## config.mk

```make
export PLATFORM = sky130hd
export DESIGN_NAME = alu_pipe
export DESIGN_NICKNAME = d
export VERILOG_FILES = /design/src/rtl/alu_pipe_pkg.sv /design/src/rtl/alu_pipe_comb.sv /design/src/rtl/alu_pipe.sv
export SDC_FILE = /design/constraint.sdc
export NUM_CORES = 1
export LEC_CHECK = 0
export BUFFER_PORTS_ARGS = -buffer_cell sky130_fd_sc_hd__buf_2
export CORE_ASPECT_RATIO = 2
export CORE_MARGIN = 1.5
export CORE_UTILIZATION = 54
export CTS_BUF_LIST = sky130_fd_sc_hd__clkbuf_4 sky130_fd_sc_hd__clkbuf_8 sky130_fd_sc_hd__clkbuf_16
export CTS_CLUSTER_SIZE = 40
export DETAILED_ROUTE_END_ITERATION = 8
export PLACE_DENSITY = 0.74
export SLEW_MARGIN = 20
export SYNTH_ARGS = -nofsm -noshare
export SYNTH_HDL_FRONTEND = slang
export SYNTH_SLANG_ARGS = --single-unit
```

## constraint.sdc

```tcl
create_clock -name clk -period 2.4 [get_ports clk]
set_clock_uncertainty 0.05 [all_clocks]
set_input_delay 0.24 -clock clk [delete_from_list [all_inputs] [get_ports clk]]
set_output_delay 0.24 -clock clk [all_outputs]
set_load 0.05 [all_outputs]
```

## src/rtl/alu_pipe_pkg.sv

```systemverilog
// ============================================================================
// Module   : alu_pipe_pkg
// Summary  : Op-code encodings, FSM state type and decode helper for alu_pipe.
// Revision : 1.0  initial release
// ============================================================================
`default_nettype none

package alu_pipe_pkg;

    // Group select, alu_code[4:3]
    localparam logic [1:0] GRP_ARITH = 2'b00;
    localparam logic [1:0] GRP_LOGIC = 2'b01;
    localparam logic [1:0] GRP_SHIFT = 2'b10;
    localparam logic [1:0] GRP_SET   = 2'b11;

    // Arithmetic sub-ops (1xx passes a)
    localparam logic [2:0] OP_ADD = 3'b000;
    localparam logic [2:0] OP_SUB = 3'b001;
    localparam logic [2:0] OP_INC = 3'b010;
    localparam logic [2:0] OP_DEC = 3'b011;

    // Logic sub-ops
    localparam logic [2:0] OP_AND   = 3'b000;
    localparam logic [2:0] OP_OR    = 3'b001;
    localparam logic [2:0] OP_XOR   = 3'b010;
    localparam logic [2:0] OP_NOTA  = 3'b011;
    localparam logic [2:0] OP_NAND  = 3'b100;
    localparam logic [2:0] OP_NOR   = 3'b101;
    localparam logic [2:0] OP_XNOR  = 3'b110;
    localparam logic [2:0] OP_PASSB = 3'b111;

    // Shift sub-ops (101..111 pass a)
    localparam logic [2:0] OP_SLL = 3'b000;
    localparam logic [2:0] OP_SRL = 3'b001;
    localparam logic [2:0] OP_SRA = 3'b010;
    localparam logic [2:0] OP_ROL = 3'b011;
    localparam logic [2:0] OP_ROR = 3'b100;

    // Set-condition sub-ops
    localparam logic [2:0] OP_EQ  = 3'b000;
    localparam logic [2:0] OP_NE  = 3'b001;
    localparam logic [2:0] OP_LTS = 3'b010;
    localparam logic [2:0] OP_LES = 3'b011;
    localparam logic [2:0] OP_LTU = 3'b100;
    localparam logic [2:0] OP_LEU = 3'b101;
    localparam logic [2:0] OP_GTS = 3'b110;
    localparam logic [2:0] OP_GES = 3'b111;

    typedef enum logic [1:0] {
        IDLE  = 2'd0,
        SHIFT = 2'd1,
        HOLD  = 2'd2
    } state_t;

    // True for the five real shift/rotate ops; the pass-a codes stay single-cycle.
    function automatic logic is_iter_shift(input logic [4:0] code);
        return (code[4:3] == GRP_SHIFT) && (code[2:0] <= OP_ROR);
    endfunction

endpackage

`default_nettype wire

```

## src/rtl/alu_pipe_comb.sv

```systemverilog
// ============================================================================
// Module   : alu_pipe_comb
// Summary  : Single-cycle result path: arith, logic, set-condition, pass/n=0 shift.
// Revision : 1.0  initial release
// ============================================================================
`default_nettype none

module alu_pipe_comb
    import alu_pipe_pkg::*;
#(
    parameter int WIDTH = 16
) (
    input  logic [WIDTH-1:0] a,
    input  logic [WIDTH-1:0] b,
    input  logic [4:0]       alu_code,
    output logic [WIDTH-1:0] result,
    output logic             overflow
);

    localparam int              MSB   = WIDTH - 1;
    localparam logic [WIDTH-1:0] C_ONE = WIDTH'(1);

    logic [1:0]       w_grp;
    logic [2:0]       w_sub;
    logic [WIDTH-1:0] w_opnd;
    logic             w_is_sub;
    logic [WIDTH:0]   w_ext;
    logic [WIDTH-1:0] w_arith;
    logic             w_sovf;
    logic             w_eq;
    logic             w_lts;
    logic             w_ltu;
    logic             w_cond;

    assign w_grp = alu_code[4:3];
    assign w_sub = alu_code[2:0];
    assign w_eq  = (a == b);
    assign w_lts = ($signed(a) < $signed(b));
    assign w_ltu = (a < b);

    // Bit WIDTH of the extended sum is the carry for add and the borrow for sub.
    always_comb begin
        w_opnd   = ((w_sub == OP_ADD) || (w_sub == OP_SUB)) ? b : C_ONE;
        w_is_sub = (w_sub == OP_SUB) || (w_sub == OP_DEC);
        if (w_is_sub) begin
            w_ext = {1'b0, a} - {1'b0, w_opnd};
        end else begin
            w_ext = {1'b0, a} + {1'b0, w_opnd};
        end
        w_arith = w_ext[WIDTH-1:0];
        if (w_is_sub) begin
            w_sovf = (a[MSB] != w_opnd[MSB]) && (w_arith[MSB] != a[MSB]);
        end else begin
            w_sovf = (a[MSB] == w_opnd[MSB]) && (w_arith[MSB] != a[MSB]);
        end
    end

    always_comb begin
        w_cond = 1'b0;
        case (w_sub)
            OP_EQ:   w_cond = w_eq;
            OP_NE:   w_cond = !w_eq;
            OP_LTS:  w_cond = w_lts;
            OP_LES:  w_cond = w_lts || w_eq;
            OP_LTU:  w_cond = w_ltu;
            OP_LEU:  w_cond = w_ltu || w_eq;
            OP_GTS:  w_cond = !(w_lts || w_eq);
            OP_GES:  w_cond = !w_lts;
            default: w_cond = 1'b0;
        endcase
    end

    always_comb begin
        result   = '0;
        overflow = 1'b0;
        case (w_grp)
            GRP_ARITH: begin
                if (w_sub[2]) begin
                    result = a;
                end else begin
                    result   = w_arith;
                    overflow = w_sovf | w_ext[WIDTH];
                end
            end
            GRP_LOGIC: begin
                case (w_sub)
                    OP_AND:   result = a & b;
                    OP_OR:    result = a | b;
                    OP_XOR:   result = a ^ b;
                    OP_NOTA:  result = ~a;
                    OP_NAND:  result = ~(a & b);
                    OP_NOR:   result = ~(a | b);
                    OP_XNOR:  result = ~(a ^ b);
                    default:  result = b;
                endcase
            end
            GRP_SHIFT: result = a;
            default:   result = {{(WIDTH-1){1'b0}}, w_cond};
        endcase
    end

endmodule

`default_nettype wire

```

## src/rtl/alu_pipe.sv

```systemverilog
// ============================================================================
// Module   : alu_pipe
// Summary  : Handshaked ALU with iterative 1-bit/cycle shifter and registered
//            output. Define ALU_PIPE_STICKY_EN to add ovf_sticky/clr_sticky.
// Revision : 1.0  initial release
// ============================================================================
`default_nettype none

module alu_pipe
    import alu_pipe_pkg::*;
#(
    parameter int WIDTH = 16,
    parameter int SHW   = $clog2(WIDTH)
) (
    input  logic             clk,
    input  logic             rst,
    input  logic             in_valid,
    output logic             in_ready,
    input  logic [WIDTH-1:0] a,
    input  logic [WIDTH-1:0] b,
    input  logic [4:0]       alu_code,
    output logic             out_valid,
    input  logic             out_ready,
    output logic [WIDTH-1:0] c,
    output logic             overflow
`ifdef ALU_PIPE_STICKY_EN
    ,
    output logic             ovf_sticky,
    input  logic             clr_sticky
`endif
);

    localparam logic [SHW-1:0] C_CNT_ONE = SHW'(1);

    state_t           state_q, state_d;
    logic [WIDTH-1:0] work_q, work_d;
    logic [2:0]       op_q, op_d;
    logic [SHW-1:0]   count_q, count_d;
    logic             acc_ovf_q, acc_ovf_d;
    logic [WIDTH-1:0] c_q, c_d;
    logic             overflow_q, overflow_d;
    logic             out_valid_q, out_valid_d;

    logic             w_in_ready;
    logic             w_accept;
    logic             w_pop;
    logic             w_start_shift;
    logic             w_load;
    logic [SHW-1:0]   w_amt;
    logic [WIDTH-1:0] w_comb_c;
    logic             w_comb_ovf;
    logic [WIDTH-1:0] w_shifted;
    logic             w_out_bit;

    alu_pipe_comb #(
        .WIDTH (WIDTH)
    ) u_comb (
        .a        (a),
        .b        (b),
        .alu_code (alu_code),
        .result   (w_comb_c),
        .overflow (w_comb_ovf)
    );

    assign w_amt         = b[SHW-1:0];
    assign w_start_shift = is_iter_shift(alu_code) && (w_amt != '0);
    assign w_accept      = in_valid & w_in_ready;
    assign w_pop         = out_valid_q & out_ready;

    // State register
    always_ff @(posedge clk or posedge rst) begin
        if (rst) begin
            state_q <= IDLE;
        end else begin
            state_q <= state_d;
        end
    end

    // Next-state logic
    always_comb begin
        state_d = state_q;
        case (state_q)
            IDLE:    if (w_accept && w_start_shift) state_d = SHIFT;
            SHIFT:   if (count_q == C_CNT_ONE)      state_d = HOLD;
            HOLD:    if (w_pop) state_d = (w_accept && w_start_shift) ? SHIFT : IDLE;
            default: state_d = IDLE;
        endcase
    end

    // Output logic: in_ready never looks at in_valid.
    always_comb begin
        w_in_ready = 1'b0;
        case (state_q)
            IDLE:    w_in_ready = !out_valid_q | out_ready;
            HOLD:    w_in_ready = out_ready;
            default: w_in_ready = 1'b0;
        endcase
    end

    // One-bit step of the working register; w_out_bit is what sll pushes out.
    always_comb begin
        w_shifted = work_q;
        w_out_bit = 1'b0;
        case (op_q)
            OP_SLL: begin
                w_shifted = {work_q[WIDTH-2:0], 1'b0};
                w_out_bit = work_q[WIDTH-1];
            end
            OP_SRL:  w_shifted = {1'b0, work_q[WIDTH-1:1]};
            OP_SRA:  w_shifted = {work_q[WIDTH-1], work_q[WIDTH-1:1]};
            OP_ROL:  w_shifted = {work_q[WIDTH-2:0], work_q[WIDTH-1]};
            OP_ROR:  w_shifted = {work_q[0], work_q[WIDTH-1:1]};
            default: w_shifted = work_q;
        endcase
    end

    always_comb begin
        work_d     = work_q;
        op_d       = op_q;
        count_d    = count_q;
        acc_ovf_d  = acc_ovf_q;
        c_d        = c_q;
        overflow_d = overflow_q;
        w_load     = 1'b0;

        if (w_accept) begin
            if (w_start_shift) begin
                work_d    = a;
                op_d      = alu_code[2:0];
                count_d   = w_amt;
                acc_ovf_d = 1'b0;
            end else begin
                c_d        = w_comb_c;
                overflow_d = w_comb_ovf;
                w_load     = 1'b1;
            end
        end

        // Accept is impossible in SHIFT, so this never competes with the load above.
        if (state_q == SHIFT) begin
            work_d    = w_shifted;
            count_d   = count_q - C_CNT_ONE;
            acc_ovf_d = acc_ovf_q | w_out_bit;
            if (count_q == C_CNT_ONE) begin
                c_d        = w_shifted;
                overflow_d = acc_ovf_q | w_out_bit;
                w_load     = 1'b1;
            end
        end

        out_valid_d = w_load | (out_valid_q & ~w_pop);
    end

    always_ff @(posedge clk or posedge rst) begin
        if (rst) begin
            work_q      <= '0;
            op_q        <= '0;
            count_q     <= '0;
            acc_ovf_q   <= 1'b0;
            c_q         <= '0;
            overflow_q  <= 1'b0;
            out_valid_q <= 1'b0;
        end else begin
            work_q      <= work_d;
            op_q        <= op_d;
            count_q     <= count_d;
            acc_ovf_q   <= acc_ovf_d;
            c_q         <= c_d;
            overflow_q  <= overflow_d;
            out_valid_q <= out_valid_d;
        end
    end

    assign in_ready  = w_in_ready;
    assign out_valid = out_valid_q;
    assign c         = c_q;
    assign overflow  = overflow_q;

`ifdef ALU_PIPE_STICKY_EN
    logic ovf_sticky_q, ovf_sticky_d;

    // Set has priority over clear.
    always_comb begin
        ovf_sticky_d = ovf_sticky_q;
        if (clr_sticky) ovf_sticky_d = 1'b0;
        if (w_load && overflow_d) ovf_sticky_d = 1'b1;
    end

    always_ff @(posedge clk or posedge rst) begin
        if (rst) begin
            ovf_sticky_q <= 1'b0;
        end else begin
            ovf_sticky_q <= ovf_sticky_d;
        end
    end

    assign ovf_sticky = ovf_sticky_q;
`endif

endmodule

`default_nettype wire

```

## Yosys cells after proc, flatten, opt, wreduce, memory -nomap -nowiden

Cells that the tools add are included.

| storage, ports and cells | value |
|---|---|
| register bits after elaboration | 44 |

| cells by class | value |
|---|---|
| mux-type cells | 38 |
| bitwise logic cells | 15 |
| equal/unequal tests | 23 |
| reduce and logical (&&, ||, !) cells | 23 |
| $add $sub $neg | 3 |
| order comparisons | 3 |

Operators with widths:

| kind | number |
|---|---|
| $mux 16 | 9 |
| $pmux 16 s7 | 1 |
| $pmux 16 s5 | 1 |
| $not 16->16 | 4 |
| $pmux 16 s3 | 1 |
| $lt 16x16->1 | 2 |
| $add 16x16->17 | 1 |
| $mux 17 | 1 |
| $sub 16x16->17 | 1 |
| $and 16x16->16 | 1 |
| $eq 16x16->1 | 1 |
| $mux 1 | 16 |
| $or 16x16->16 | 1 |
| $xor 16x16->16 | 1 |
| $eq 3x3->1 const B | 5 |
| $eq 3x2->1 const B | 4 |
| $mux 4 | 3 |
| $pmux 1 s8 | 1 |
| $eq 3x1->1 const B | 2 |
| $logic_not 3->1 | 2 |
| $mux 2 | 3 |
| $ne 2x2->1 const B | 3 |
| $pmux 2 s3 | 1 |
| $logic_and 1x1->1 | 5 |
| other kinds (18) | 35 |

## Longest topological paths before layout

| logic depth | value |
|---|---|
| depth in word-level cells | 15 |
| mapped depth | 16 |
| mapped depth without buffers | 15 |

## Hierarchy

A second synthesis with hierarchy kept.

| unflattened totals | value |
|---|---|
| cell total of the unflattened synthesis | 770 |
| area total of the unflattened synthesis | 6114.6 um2 |

Modules (own cells, without submodules):

| module | seq. area each (um2) | instances | area each (um2) | cells each |
|---|---|---|---|---|
| alu_pipe_comb | 0.0 | 1 | 3474.6 | 511 |
| alu_pipe | 1101.1 | 1 | 2640.0 | 259 |

## Worst setup path after synthesis

Ideal clock, no wire load.

| timing | value |
|---|---|
| path kind | input to register |
| from | input alu_code[0] |
| to | register overflow_q, in the netlist overflow |
| stages | 15 |
| required time | 2.226 ns |
| slack | -1.043 ns |
| arrival | 3.269 ns |
| cell sequence | buf_2 > buf_2 > clkbuf_1 > nor3_1 > a31oi_1 > o21ai_0 > ha_1 > and3_1 > a221oi_1 > nand3_1 > nand2_1 > o21ai_0 > a2111oi_0 > nor4_1 > a211o_1 |

| between the ends | value |
|---|---|
| cells in the longest elaborated chain, start to end | 15 |

Ends and longest elaborated chain:

| item | line | RTL |
|---|---|---|
| from (decl) | alu_pipe.sv:21 | `input logic [4:0] alu_code,` |
| $eq 3x1->1 or $logic_not 3->1 (tied branches) | alu_pipe_comb.sv:43, alu_pipe_comb.sv:44 |  |
| $logic_or 1x1->1 | alu_pipe_comb.sv:43 | `w_opnd = ((w_sub == OP_ADD) \|\| (w_sub == OP_SUB)) ? b : C_ONE;` |
| $mux 16 | alu_pipe_comb.sv:43 |  |
| $add 16x16->17 or $sub 16x16->17 (tied branches) | alu_pipe_comb.sv:48, alu_pipe_comb.sv:46 |  |
| $mux 17 | alu_pipe_comb.sv:45 | `if (w_is_sub) begin` |
| $ne 1x1->1 | alu_pipe_comb.sv:52, alu_pipe_comb.sv:54 |  |
| $logic_and 1x1->1 (on tied branches) | alu_pipe_comb.sv:54, alu_pipe_comb.sv:52 |  |
| $mux 1 | alu_pipe_comb.sv:51 | `if (w_is_sub) begin` |
| $or 1x1->1 | alu_pipe_comb.sv:82 | `overflow = w_sovf \| w_ext[WIDTH];` |
| $mux 1 | alu_pipe_comb.sv:78 | `if (w_sub[2]) begin` |
| $mux 1 | alu_pipe_comb.sv:76 | `case (w_grp)` |
| $mux 1 * | alu_pipe.sv:127 | `if (w_start_shift) begin` |
| $mux 1 * | alu_pipe.sv:126 | `if (w_accept) begin` |
| $mux 1 | alu_pipe.sv:144 | `if (count_q == C_CNT_ONE) begin` |
| $mux 1 * | alu_pipe.sv:140 | `if (state_q == SHIFT) begin` |
| named net overflow_d | alu_pipe.sv:41 | `logic overflow_q, overflow_d;` |
| to (signal assigned) | alu_pipe.sv:169 | `overflow_q <= overflow_d;` |
| to (decl) | alu_pipe.sv:41 |  |

The timed path passes the listed nets; every way through them passes the cells marked *.
A chain may end at the register's enable or synchronous reset.

## Final worst setup path

| timing | value |
|---|---|
| from | input b[3] |
| to | register overflow_q, in the netlist overflow |

| between the ends | value |
|---|---|
| cells in the longest elaborated chain, start to end | 13 |

Ends and longest elaborated chain:

| item | line | RTL |
|---|---|---|
| from (decl) | alu_pipe.sv:20 | `input logic [WIDTH-1:0] b,` |
| $mux 16 | alu_pipe_comb.sv:43 |  |
| $add 16x16->17 or $sub 16x16->17 (tied branches) | alu_pipe_comb.sv:48, alu_pipe_comb.sv:46 |  |
| $mux 17 | alu_pipe_comb.sv:45 |  |
| $ne 1x1->1 | alu_pipe_comb.sv:52, alu_pipe_comb.sv:54 |  |
| $logic_and 1x1->1 (on tied branches) | alu_pipe_comb.sv:54, alu_pipe_comb.sv:52 |  |
| $mux 1 | alu_pipe_comb.sv:51 |  |
| $or 1x1->1 | alu_pipe_comb.sv:82 |  |
| $mux 1 | alu_pipe_comb.sv:78 |  |
| $mux 1 | alu_pipe_comb.sv:76 |  |
| $mux 1 * | alu_pipe.sv:127 |  |
| $mux 1 * | alu_pipe.sv:126 |  |
| $mux 1 | alu_pipe.sv:144 |  |
| $mux 1 * | alu_pipe.sv:140 |  |
| named net overflow_d | alu_pipe.sv:41 |  |

Marked as above.

==> results.toml <==
[worst_setup_path]
crit_chain = "buf_6 > or4_4 > o21ai_1 > a31oi_2 > ha_1 > buf_4 > nand4_1 > a211o_1 > nand3_2 > nand2_1 > o21ai_2 > buf_4 > and4_1 > nor4_1 > a211o_1"
worstPathRequired_ps = 2530
rrSetupSlack_ps = 200
worstPathArrival_ps = 3110
crit_family = "simple AND/OR/NAND/NOR gates"
crit_buf_inv = 3
worstRegToRegCells = 9
cp-startpoint = "b[3]"
cp-end-kind = "register"
slowest_stage = "or4_4"
critPathLaunchType = "primary input"
rr_startpoint = "count_q[1]"
path_class = "in -> reg"
crit_path_max_incr_delay_ps = 560
crit_cells = 15
critPathMaxFanout = 5

[cts]
cts_tree = "done"
cts.clk_slew.worst_paths_ps = 70
holdBufCountCts = 0
numClockSinks = 44
cts-root-buf = "clkbuf_16"
cts_made_buffers = 5
htree_levels = 2
clkLatencyLatePin_ps = 290
clockBufferDepth = 2

[synthesis]
syn_nets = 929
synth_compound_area_frac = 0.311
synth_seq_cells = 44
yosysSeqAreaShare = 0.185
yosys_most_used_dff = "dfrtp_1"
synth_top_area_share = 0.185
synthXorXnorAreaFrac = 0.0220
synth_fa_ha_area_frac = 0.142
syn_area_um2 = 5960
synthMuxAreaShare = 0.0554
netlist_top_cells_area = "dfrtp_1, ha_1, o21ai_0"
syn_inst = 821
synth_edf_count = 0
yosysWarnings = 0
async_flop_share = 1.00
ys_types = 68
synth_top_area_cell = "dfrtp_1"
synth_top_family_by_area = "compound AO/OA/AOI/OAI gates"
syn_area_per_cell_um2 = 7.26
synthSimpleGateAreaFrac = 0.209

[pwr]
p_leak_nw = 4.07
switching_share = 0.487
p_int_mw = 3.18
irDropWorstVdd_mv = 0.696
power.share.sequential = 0.227
clockPowerShare = 0.131
comb_power_share = 0.641
power_density_nw_per_um2 = 739
switchingPower_mw = 3.01

[global_route]
antenna_found_initial = 0
grt_usage = 0.395
grt_max_degree = 55
grt_pass1_vias = 7292
grt_pass1_wl_um = 36200
grt-ovfl-total = 0

[job]
cap_viol_max_count = 0

[placed_design]
pre_cts_ws_ps = -1080
finalWeightedCongestion = 0.938
io_buffers = 59
dpl_cell_area_um2 = 7600
dp_hpwl_um = 18400

[drt]
dr.first_iter.drc_count = 630
vias = 7333
wirelength_um = 23700
dr.pass1.iters = 6
viasPerCell = 6.34
drc = 0
avgRoutedWirePerCell_um = 20.5
postRouteAntennaNets = 0

[floorplan]
io_pins = 60
core_area_um2 = 10800
die_area_um2 = 11700
rows = 54
die_height_um = 152
die_w_um = 77.3
start_util = 0.552

[final_layout]
final_layout_size_suffix_gt1_frac = 0.347
finalInstanceArea_um2 = 8380
fillers = 818
antenna_cells = 0
area_growth_pct = 40.5
post-route-util = 0.775
nets = 1123

[min_path]
holdCritPathClass = "in -> async"

[timing]
max_clock_freq_mhz = 336
finalCriticalPeriod_ps = 2980
drv_slew = 0
hold_violations = 0
finalCritPeriodShare = 1.24
tightest_slew_ps = 651
setup_viol = 13
slew_headroom = 0.566
worst_slack_ps = -577
rsz0062_at_grt = "true"

[run_status]
violations = "negative setup slack"
status = "finished with violations"
-- path summary, 6_finish.rpt --
kind | end
setup / recovery | overflow
hold / removal | state_q[1]
setup reg to reg | c[13]
hold reg to reg | acc_ovf_q
max in group asynchronous | c[13]
min in group clk | out_valid
-- power by group through the flow --
stage                     Combinational, mW  Sequential, mW  Clock [mW]
final                                  3.97            1.41       0.813
after global routing                   4.27            1.43       0.843
after CTS                              3.79            1.39       0.813
after detailed placement               3.69            1.40           0
after global placement                 3.56            1.38           0
after floorplan                        2.17            1.67           0
-- synthesized netlist by cell type, types with 5 or more instances --
master	count
a31oi_1	17
nand4_1	5
mux2i_1	24
nor3_1	15
mux2_2	8
o21bai_1	6
o21ai_0	81
nand2_1	82
a221o_1	5
xnor2_1	11
ha_1	66
clkbuf_1	39
buf_2	10
a311oi_1	5
or3_1	8
nand3_1	15
a21o_1	7
dfrtp_1	44
nor2b_1	10
o211ai_1	14
a21oi_1	79
nor2_1	67
inv_1	59
a22oi_1	18
a211oi_1	12
a221oi_1	11
o22ai_1	7
nand2b_1	20
-- stage by stage --
stage | hold WS (ps) | instances | setup TNS [ps] | power (mW)
global route | 66.9 | 1156 | -6540 | 6.55
finish | 12.4 | 1156 | -4690 | 6.19
floorplan | 331 | 821 | -4950 | 3.83
global placement | 342 | 1136 | -11190 | 4.94
detailed placement | 357 | 1136 | -12190 | 5.09
CTS | 43.7 | 1151 | -4650 | 5.99
-- repair_timing --
action | in CTS | in global routing
resized for setup | 55 | 64
endpoints found under the setup margin | 16 | 16
pin swaps | 31 | 43
buffers inserted | 7 | 7
-- metal layers --
layer | wire, um | up-vias | GRT usage | part of all wire
li1 | - | 3379 | - | -
met1 | 7770 | 3443 | 0.393 | 0.33
met2 | 12700 | 396 | 0.750 | 0.53
met3 | 1390 | 115 | 0.0389 | 0.059
met4 | 1850 | 0 | 0.283 | 0.078
met5 | 0 | - | 0 | 0
-- sequential cells by signal, indices dropped and copies added, names as in the netlist --
signal     count
out_valid      1
state_q        2
count_q        4
c             16
work_q        16
overflow       1
acc_ovf_q      1
op_q           3
-- tightest hold or removal path, delay by kind of cell --
kind,cells,cell delay [ps]
buffers and inverters,3,580
-- cell families (layout without fill, tap and decap cells) --
kind of cell,Yosys count,in the layout
mux,32,32
fa+ha+maj,67,67
compound gates,296,296
xor+xnor,15,15
buf+inv,115,310
simple gates,252,252
flops,44,44
-- final cells by class --
cell class,instances,area (um^2),share of cell area
clock inverter,2,35.0,0.00418
sequential,44,1100,0.131
timing repair buffer,242,1780,0.213
inverter,60,231,0.0276
clock buffer,6,133,0.0158
tap,140,175,0.0209
multi-input combinational,662,4930,0.588
-- placed cells by master, fill, tap and decap left out, types with 7 or more instances in the layout --
cell type  Yosys  final
a22oi_1       18     18
a21o_1         7      7
ha_1          66     58
nor2b_1       10      7
o21ai_1        1     12
or3_1          8      7
dfrtp_1       44     44
a211oi_1      12      9
a31oi_1       17     14
nand2b_1      20     19
buf_2         10     53
nand3_1       15     13
mux2i_1       24     24
o21ai_2        1      8
a21oi_1       79     69
nor3_1        15     10
a21oi_2        0      8
o211ai_1      14     14
inv_1         59     52
xnor2_1       11      7
o22ai_1        7      7
buf_4          0    171
buf_6          1     14
nand2_1       82     79
o21ai_0       81     62
nor2_1        67     60
mux2_2         8      8
Power figures use the tool's default switching activity.
